<file path="src/rtl/reg_check_monitor.sv">
// reg_check_monitor: runs for a bounded number of cycles (or until halted),
// snapshots a bank of live registers and their expected values, then walks
// the bank one register per cycle, counting enabled mismatches and recording
// the lowest mismatching index. Results hold in DONE until start or reset.
//
// Handshake: start is a level sampled on the rising edge and is only acted on
// in IDLE or DONE; halt is only acted on in RUN. There is no back-pressure:
// busy is high for the whole RUN+CHECK window and done/pass/fail_count/
// fail_idx/cycle_count are valid while done is high.
module reg_check_monitor #(
  parameter int WIDTH = 32,
  parameter int NREGS = 4,
  parameter int CW    = 16,
  localparam int FCW  = $clog2(NREGS + 1),
  localparam int IW   = (NREGS > 1) ? $clog2(NREGS) : 1
) (
  input  logic                   clk,
  input  logic                   reset,
  input  logic                   start,
  input  logic                   halt,
  input  logic [CW-1:0]          run_cycles,
  input  logic [NREGS*WIDTH-1:0] reg_actual,
  input  logic [NREGS*WIDTH-1:0] reg_expected,
  input  logic [NREGS-1:0]       check_mask,
  output logic                   busy,
  output logic                   done,
  output logic                   pass,
  output logic [FCW-1:0]         fail_count,
  output logic [IW-1:0]          fail_idx,
  output logic [CW-1:0]          cycle_count,
  output logic [1:0]             state_dbg
);

  typedef enum logic [1:0] {
    S_IDLE  = 2'd0,
    S_RUN   = 2'd1,
    S_CHECK = 2'd2,
    S_DONE  = 2'd3
  } state_t;

  localparam logic [IW-1:0] LAST_IDX = IW'(NREGS - 1);

  state_t               state;
  logic [IW-1:0]        chk_idx;
  logic [WIDTH-1:0]     snap_act [NREGS];
  logic [WIDTH-1:0]     snap_exp [NREGS];
  logic [NREGS-1:0]     snap_mask;

  logic [CW:0]          cc_plus;
  logic                 limit_hit;
  logic                 mism;
  logic [FCW-1:0]       fc_next;

  // The FSM state is visible for debug and checker binding.
  assign state_dbg = state;

  // One extra bit so cycle_count+1 never wraps in the limit comparison.
  assign cc_plus   = {1'b0, cycle_count} + (CW+1)'(1);
  assign limit_hit = (cc_plus >= {1'b0, run_cycles});

  // Mismatch of the register currently examined, using snapshot data only.
  assign mism    = snap_mask[chk_idx] & (snap_act[chk_idx] != snap_exp[chk_idx]);
  assign fc_next = fail_count + FCW'(mism);

  // Main control FSM with registered outputs and snapshot storage.
  always_ff @(posedge clk) begin
    if (!reset) begin
      state       <= S_IDLE;
      busy        <= 1'b0;
      done        <= 1'b0;
      pass        <= 1'b0;
      fail_count  <= '0;
      fail_idx    <= '0;
      cycle_count <= '0;
      chk_idx     <= '0;
      snap_mask   <= '0;
      for (int i = 0; i < NREGS; i++) begin
        snap_act[i] <= '0;
        snap_exp[i] <= '0;
      end
    end else begin
      case (state)
        S_IDLE, S_DONE: begin
          // A new run clears the previous results before counting starts.
          if (start) begin
            state       <= S_RUN;
            busy        <= 1'b1;
            done        <= 1'b0;
            pass        <= 1'b0;
            fail_count  <= '0;
            fail_idx    <= '0;
            cycle_count <= '0;
          end
        end

        S_RUN: begin
          cycle_count <= cycle_count + CW'(1);
          // Limit and halt together still give a single move to CHECK.
          if (limit_hit || halt) begin
            state     <= S_CHECK;
            chk_idx   <= '0;
            snap_mask <= check_mask;
            for (int i = 0; i < NREGS; i++) begin
              snap_act[i] <= reg_actual[i*WIDTH +: WIDTH];
              snap_exp[i] <= reg_expected[i*WIDTH +: WIDTH];
            end
          end
        end

        S_CHECK: begin
          if (mism) begin
            fail_count <= fc_next;
            // Only the first (lowest) mismatching index is recorded.
            if (fail_count == '0) begin
              fail_idx <= chk_idx;
            end
          end
          if (chk_idx == LAST_IDX) begin
            state <= S_DONE;
            busy  <= 1'b0;
            done  <= 1'b1;
            pass  <= (fc_next == '0);
          end else begin
            chk_idx <= chk_idx + IW'(1);
          end
        end

        default: begin
          state <= S_IDLE;
          busy  <= 1'b0;
          done  <= 1'b0;
          pass  <= 1'b0;
        end
      endcase
    end
  end

endmodule

</file>
<file path="config.mk">
export PLATFORM = sky130hd
export DESIGN_NAME = reg_check_monitor
export DESIGN_NICKNAME = d
export VERILOG_FILES = /design/src/rtl/reg_check_monitor.sv
export SDC_FILE = /design/constraint.sdc
export NUM_CORES = 1
export LEC_CHECK = 0
export CORE_MARGIN = 2
export CORE_UTILIZATION = 38
export CTS_BUF_LIST = sky130_fd_sc_hd__clkbuf_4 sky130_fd_sc_hd__clkbuf_8
export CTS_CLUSTER_DIAMETER = 50
export DETAILED_ROUTE_END_ITERATION = 7
export REMOVE_ABC_BUFFERS = 1
export SYNTH_ARGS = -nofsm -noshare
export SYNTH_HDL_FRONTEND = slang
export SYNTH_SLANG_ARGS = --single-unit
</file>
<file path="constraint.sdc">
create_clock -name clk -period 13.7 [get_ports clk]
set_input_delay 2.74 -clock clk [delete_from_list [all_inputs] [get_ports clk]]
set_output_delay 2.74 -clock clk [all_outputs]
set_load 0.03 [all_outputs]
</file>
==> reports/results.txt, run 1 <==
Outcome = finished clean
Worst R2R Setup Slack = 7.90 ns
Slew Viols, Final = 0
Post-synth top cells = and2_1, edfxtp_1, xnor2_1
Die X = 190 um
Share of cells above drive strength 1 = 0.0695
Initial Util = 0.384
Final Hold Viols = 0
FF+latch area = 8370 sq um
Inserted Clock Buffers = 50
CTS sink cnt = 290
Vias = 8393
CORE AREA = 34400 sq um
Die Ht = 190 um
Total power = 2.40 mW
Number of enable flip-flop cells after synthesis = 256
Post-CTS Hold Fix Bufs = 0
Post-synthesis sequential area ratio = 0.634
Crit share post-route = 0.466
Yosys reg bits = 290
I/O pins = 306
Post_cts resized = 0
DIE AREA = 36200 sq um
Clock slew at reported path FFs = 0.06 ns
Gpl congestion = 0.802
Input/output buffers = 305
Area grow syn2layout = 33.6%
Int Pwr = 1.76 mW
Synth area leader = edfxtp_1
# DRC = 0
Critical path required time = 13.88 ns
Hold WC Path Type = flop to flop
Initial antenna violation count = 2
GR Overflow Total = 0
Mapped Area = 13200 sq um
Initial DRC count = 456
Clk root buf = clkbuf_8
Synth cell types = 47
WS Path Type = input pin to flop
Worst Tran Pin Value = 1.17 ns
Clock Latency Late Sink = 0.56 ns
Max-slew headroom = 0.221
Critical path arrival = 6.57 ns
Part of the power in the clock network = 0.313
Number of fill cells = 3063
Tmin final = 6.39 ns
Peak supply drop = 70.9 uV
Synthesis Warnings = 0
Setup Fix Bufs, Post-CTS = 0
Final core occ = 0.513
Final net count = 1629
RSZ-0062 raised after global routing = false
CTS HTree Levels = 2
DR WL/cell = 16.1 um
Worst Setup Start Kind = input pin
Sequential power share = 0.499
Ys async rst share = 0
TNS Setup = 0 ns
Largest net degree at the start of global routing = 135
Global-route wire length before repair = 44900 um
NetSw = 0.634 mW
CTS tree = done
Switching share of power = 0.265
Area contributors post-synth = edfxtp_1, and2_1, xnor2_1
First drt pass iteration count = 4
Row cnt = 68
Fmax = 157 MHz
WL final = 29300 um
Max Clock Skew = 0.0382 ns
Crit end category = flop
Post-synth top area share = 0.583
Comb pwr share = 0.188
Clock Tree Buf Depth = 3
Most frequent cell after synthesis = and2_1
DPL Wire Length = 21100 um
Leak pwr = 6.75 nW
Pwr/cell area = 136 nW/um^2
Max Cap Viol = 0
Vias in the first global route = 8618
Mean Syn Cell Area = 13.2 sq um
Crit Path Max Fanout = 92
Main flop type after synthesis = edfxtp_1
Post-route ant nets = 0
Vias/cell = 4.60
Multi-input gate area = 4530 sq um
Syn Inst Count = 1002
GR Util All Layers = 0.160
Endpoints failing setup = 0
[power groups by stage]
stage | clock (mW) | sequential, mW | combinational, mW
after floorplan | 0 | 1.25 | 0.265
after global placement | 0 | 1.21 | 0.452
after detailed placement | 0 | 1.22 | 0.458
after CTS | 0.774 | 1.20 | 0.461
after global routing | 0.812 | 1.21 | 0.500
final | 0.750 | 1.20 | 0.451
[layer usage]
layer	GRT usage	wire, um	vias to the layer above
met3	0.0421	2030	48
met5	0	13	-
met1	0.197	12500	3923
li1	-	-	4170
met4	0.0423	522	2
met2	0.276	14200	250
[final cells by class]
class / count / area share
antenna: 1 / 0.000142
clock buffer: 71 / 0.0490
clock inverter: 22 / 0.00625
inverter: 22 / 0.00468
multi-input combinational: 651 / 0.257
sequential: 290 / 0.475
tap: 455 / 0.0323
timing repair buffer: 311 / 0.176
[registers in the layout, summed over array words and instances, names as in the netlist, named ones only]
register	flops
snap_act	128
chk_idx	2
fail_idx	2
state_dbg	2
snap_mask	4
snap_exp	128
fail_count	3
cycle_count	16
done	1
busy	1
pass	1
[path summary, 6_finish.rpt]
path             startpoint               to  cells past startpoint
max reg2reg  cycle_count[0]  snap_exp[3][21]                     12
max          run_cycles[14]  snap_exp[3][21]                      9
min            snap_mask[0]     snap_mask[0]                      2
min reg2reg    snap_mask[0]     snap_mask[0]                      2
[cell families (layout without fill, tap and decap cells)]
family | count (synthesis) | count (layout) | share of synthesized area
AND/OR/NAND/NOR | 415 | 415 | 0.186
flip-flops | 290 | 290 | 0.634
XOR/XNOR | 143 | 143 | 0.0949
buffers and inverters | 61 | 426 | 0.0229
AO/OA/AOI/OAI | 59 | 59 | 0.0311
adder cells (fa/ha/maj) | 23 | 23 | 0.0218
multiplexers | 11 | 11 | 0.00929
other | 0 | 1 | 0
[critical path: stages]
cell	delay (ns)
clkdlybuf4s50_1	0.46
inv_1	0.05
ha_1	0.29
nand3_1	0.12
nor4_1	0.37
a21boi_1	0.36
o31ai_4	0.19
nand2_4	0.89
buf_4	0.98
[stage by stage]
stage	setup slack, ns	cells	area (sq um)	hold WS, ns
final	7.31	1823	17600	0.496
after global routing	7.03	1823	17600	0.555
after CTS	7.30	1822	17600	0.500
after detailed placement	6.70	1729	16600	0.489
after global placement	6.83	1729	16600	0.485
after floorplan	3.42	963	13000	0.458
[placed cells by master (no fill, tap or decap), drive strengths merged, types with 23 or more instances in the layout]
master	netlist	layout
nand4	23	23
edfxtp	256	256
nor2	39	39
clkbuf	11	71
nand3	25	25
dfxtp	34	34
xnor2	79	79
clkdlybuf4s50	0	305
ha	23	23
and2	261	261
xor2	64	64
inv	22	24
No activity file was read; power rests on OpenSTA's default activity.
==> inputs of run 2 (changes only) <==
- PLACE_DENSITY: not set -> 0.66
- clock period: 13.7 -> 5.4 ns (I/O delays scaled with it)
==> reports/results.txt, run 2 (synthesis gave the netlist of run 1 again) <==
Initial DRC count = 420 (-7.9%)
Vias/cell = 4.53 (-1.5%)
CTS tree = done
Row cnt = 68 (unchanged)
CTS HTree Levels = 2 (unchanged)
Final net count = 1632 (+0.18%)
Post-route ant nets = 0 (unchanged)
Area grow syn2layout = 34.3%
CORE AREA = 34400 sq um (unchanged)
Clock Tree Buf Depth = 3 (unchanged)
DPL Wire Length = 20200 um (-4.1%)
Crit Path Max Fanout = 136 (+48%)
Outcome = finished clean
Fin area = 17700 sq um (+0.53%)
Gpl congestion = 0.848 (+5.7%)
Crit Reg-Reg Endpoint = snap_exp[0][18]
Vias = 8277 (-1.4%)
Max-slew headroom = 0.262 (+0.0406)
Final core occ = 0.516 (+0.00269)
Die X = 190 um (unchanged)
DR WL/cell = 15.4 um (-3.9%)
Pre-CTS WS = 0.726 ns (-5.97 ns)
Max Cap Viol = 0 (unchanged)
Die Ht = 190 um (unchanged)
Endpoints failing setup = 0 (unchanged)
GR Util All Layers = 0.155 (-0.00491)
Worst R2R Setup Slack = 0.72 ns (-7.18 ns)
TNS Setup = 0 ns (unchanged)
Fmax = 214 MHz
Crit end category = flop
Clock slew at reported path FFs = 0.06 ns (about the same)
Worst Hold Launch = snap_mask[2]
Total power = 6.17 mW (+160%)
GR Overflow Total = 0 (unchanged)
I/O pins = 306 (unchanged)
CTS sink cnt = 290 (unchanged)
Hold endpoint = snap_mask[2]
CP Cell Sequence = ha_1, and3_1, nand3_1, nor4_1, xor2_1, ha_1, nand3_1, nor4_1, nand4_1, o311ai_4, o31ai_4, nor2_4, buf_4, and2_1
Critical path arrival = 5.10 ns (-1.47 ns)
Global-route wire length before repair = 43500 um (-3.1%)
First drt pass iteration count = 5 (+1)
Hold-critical path depth = 2 (unchanged)
Final Hold Viols = 0 (unchanged)
Tmin final = 4.68 ns
RSZ-0062 raised after global routing = false
Setup slack after layout = 0.717 ns (-6.59 ns)
CP peak stage delay = 0.72 ns (-0.26 ns)
Clk root buf = clkbuf_8
Number of fill cells = 3036 (-0.88%)
Max Clock Skew = 0.0283 ns (-0.00980 ns)
# DRC = 0 (unchanged)
DIE AREA = 36200 sq um (unchanged)
Pwr/cell area = 348 nW/um^2 (+160%)
Most frequent cells in the layout = clkdlybuf4s50_1, and2_1, edfxtp_1
Input/output buffers = 305 (unchanged)
Largest net degree at the start of global routing = 137 (+1.5%)
Peak supply drop = 187 uV (+160%)
WS Path Type = flop to flop
Most common cell after layout, fill and taps aside = clkdlybuf4s50_1
Worst Tran Pin Value = 1.11 ns (-0.0622 ns)
Clock Latency Late Sink = 0.56 ns (about the same)
Post-CTS Hold Fix Bufs = 0 (unchanged)
Initial antenna violation count = 5 (+3)
Slew Viols, Final = 0 (unchanged)
Non-Filler Instances = 1826 (+0.16%)
Initial Util = 0.384 (unchanged)
Dpl cells = 1732 (+0.17%)
FF-to-FF Start = cycle_count[0]
Leak pwr = 6.79 nW (+0.60%)
Crit share post-route = 0.867
Fin Hold WS = 0.498 ns (+0.00264 ns)
Worst Setup Start Kind = flop
Inserted Clock Buffers = 50 (unchanged)
WL final = 28200 um (-3.8%)
Area after DPL = 16700 sq um (+0.36%)
Share of cells above drive strength 1 = 0.0694 (about the same)
FF-to-FF path depth = 14 (+2)
Hold WC Path Type = flop to flop
Slowest-stage cell, CP = buf_4
Top Registers = snap_act x128, snap_exp x128, cycle_count x16
Critical path required time = 5.82 ns (-8.06 ns)
Post_cts resized = 0 (unchanged)
Vias in the first global route = 8419 (-2.3%)
Setup Fix Bufs, Post-CTS = 0 (unchanged)
-- run 2: worst max-delay path by stage --
stage              startpoint         endpoint  slack (ns)  depth (start not counted)
2_1_floorplan  cycle_count[0]   snap_act[0][0]       -3.94                         12
3_3_place_gp   cycle_count[0]  snap_exp[3][24]        0.89                         13
3_5_place_dp   cycle_count[0]   snap_act[0][4]        0.73                         13
4_1_cts        cycle_count[0]   snap_act[1][0]        0.70                         13
5_1_grt        cycle_count[0]   snap_act[0][4]        0.27                         14
6_report       cycle_count[0]  snap_exp[0][18]        0.72                         14
-- run 2: per-layer routing --
metal | share of wire | vias up | wire length, um | track usage
li1 | - | 4173 | - | -
met1 | 0.40 | 3792 | 11200 | 0.180
met2 | 0.50 | 263 | 14100 | 0.273
met3 | 0.080 | 47 | 2270 | 0.0497
met4 | 0.022 | 2 | 620 | 0.0447
met5 | 0.00046 | - | 13 | 0
-- run 2: power breakdown --
group          internal (mW)  switching [mW]  leakage, nW
Clock                   1.11           0.876        0.525
Sequential              2.87           0.156         2.96
Combinational          0.574           0.579         3.31
-- run 2: layout make-up --
cell class | instances | area [sq um] | share of cell area
Sequential cell | 290 | 8370 | 0.472
Multi-Input combinational cell | 651 | 4530 | 0.256
Timing Repair Buffer | 314 | 3160 | 0.178
Clock buffer | 64 | 793 | 0.0448
Tap cell | 455 | 569 | 0.0321
Clock inverter | 27 | 209 | 0.0118
Inverter | 22 | 82.6 | 0.00466
Antenna cell | 3 | 7.51 | 0.000424
-- run 2: critical path, delay by kind of cell, from the launching register on --
| family | cells | cell delay (ns) |
|---|---|---|
| adders and majority gates | 2 | 0.54 |
| AOI/OAI and AO/OA | 2 | 0.29 |
| xor gates and xnor gates | 1 | 0.16 |
| and+or+nand+nor | 8 | 2.28 |
| buffers and inverters | 1 | 0.72 |
| DFF | 1 | 0.43 |
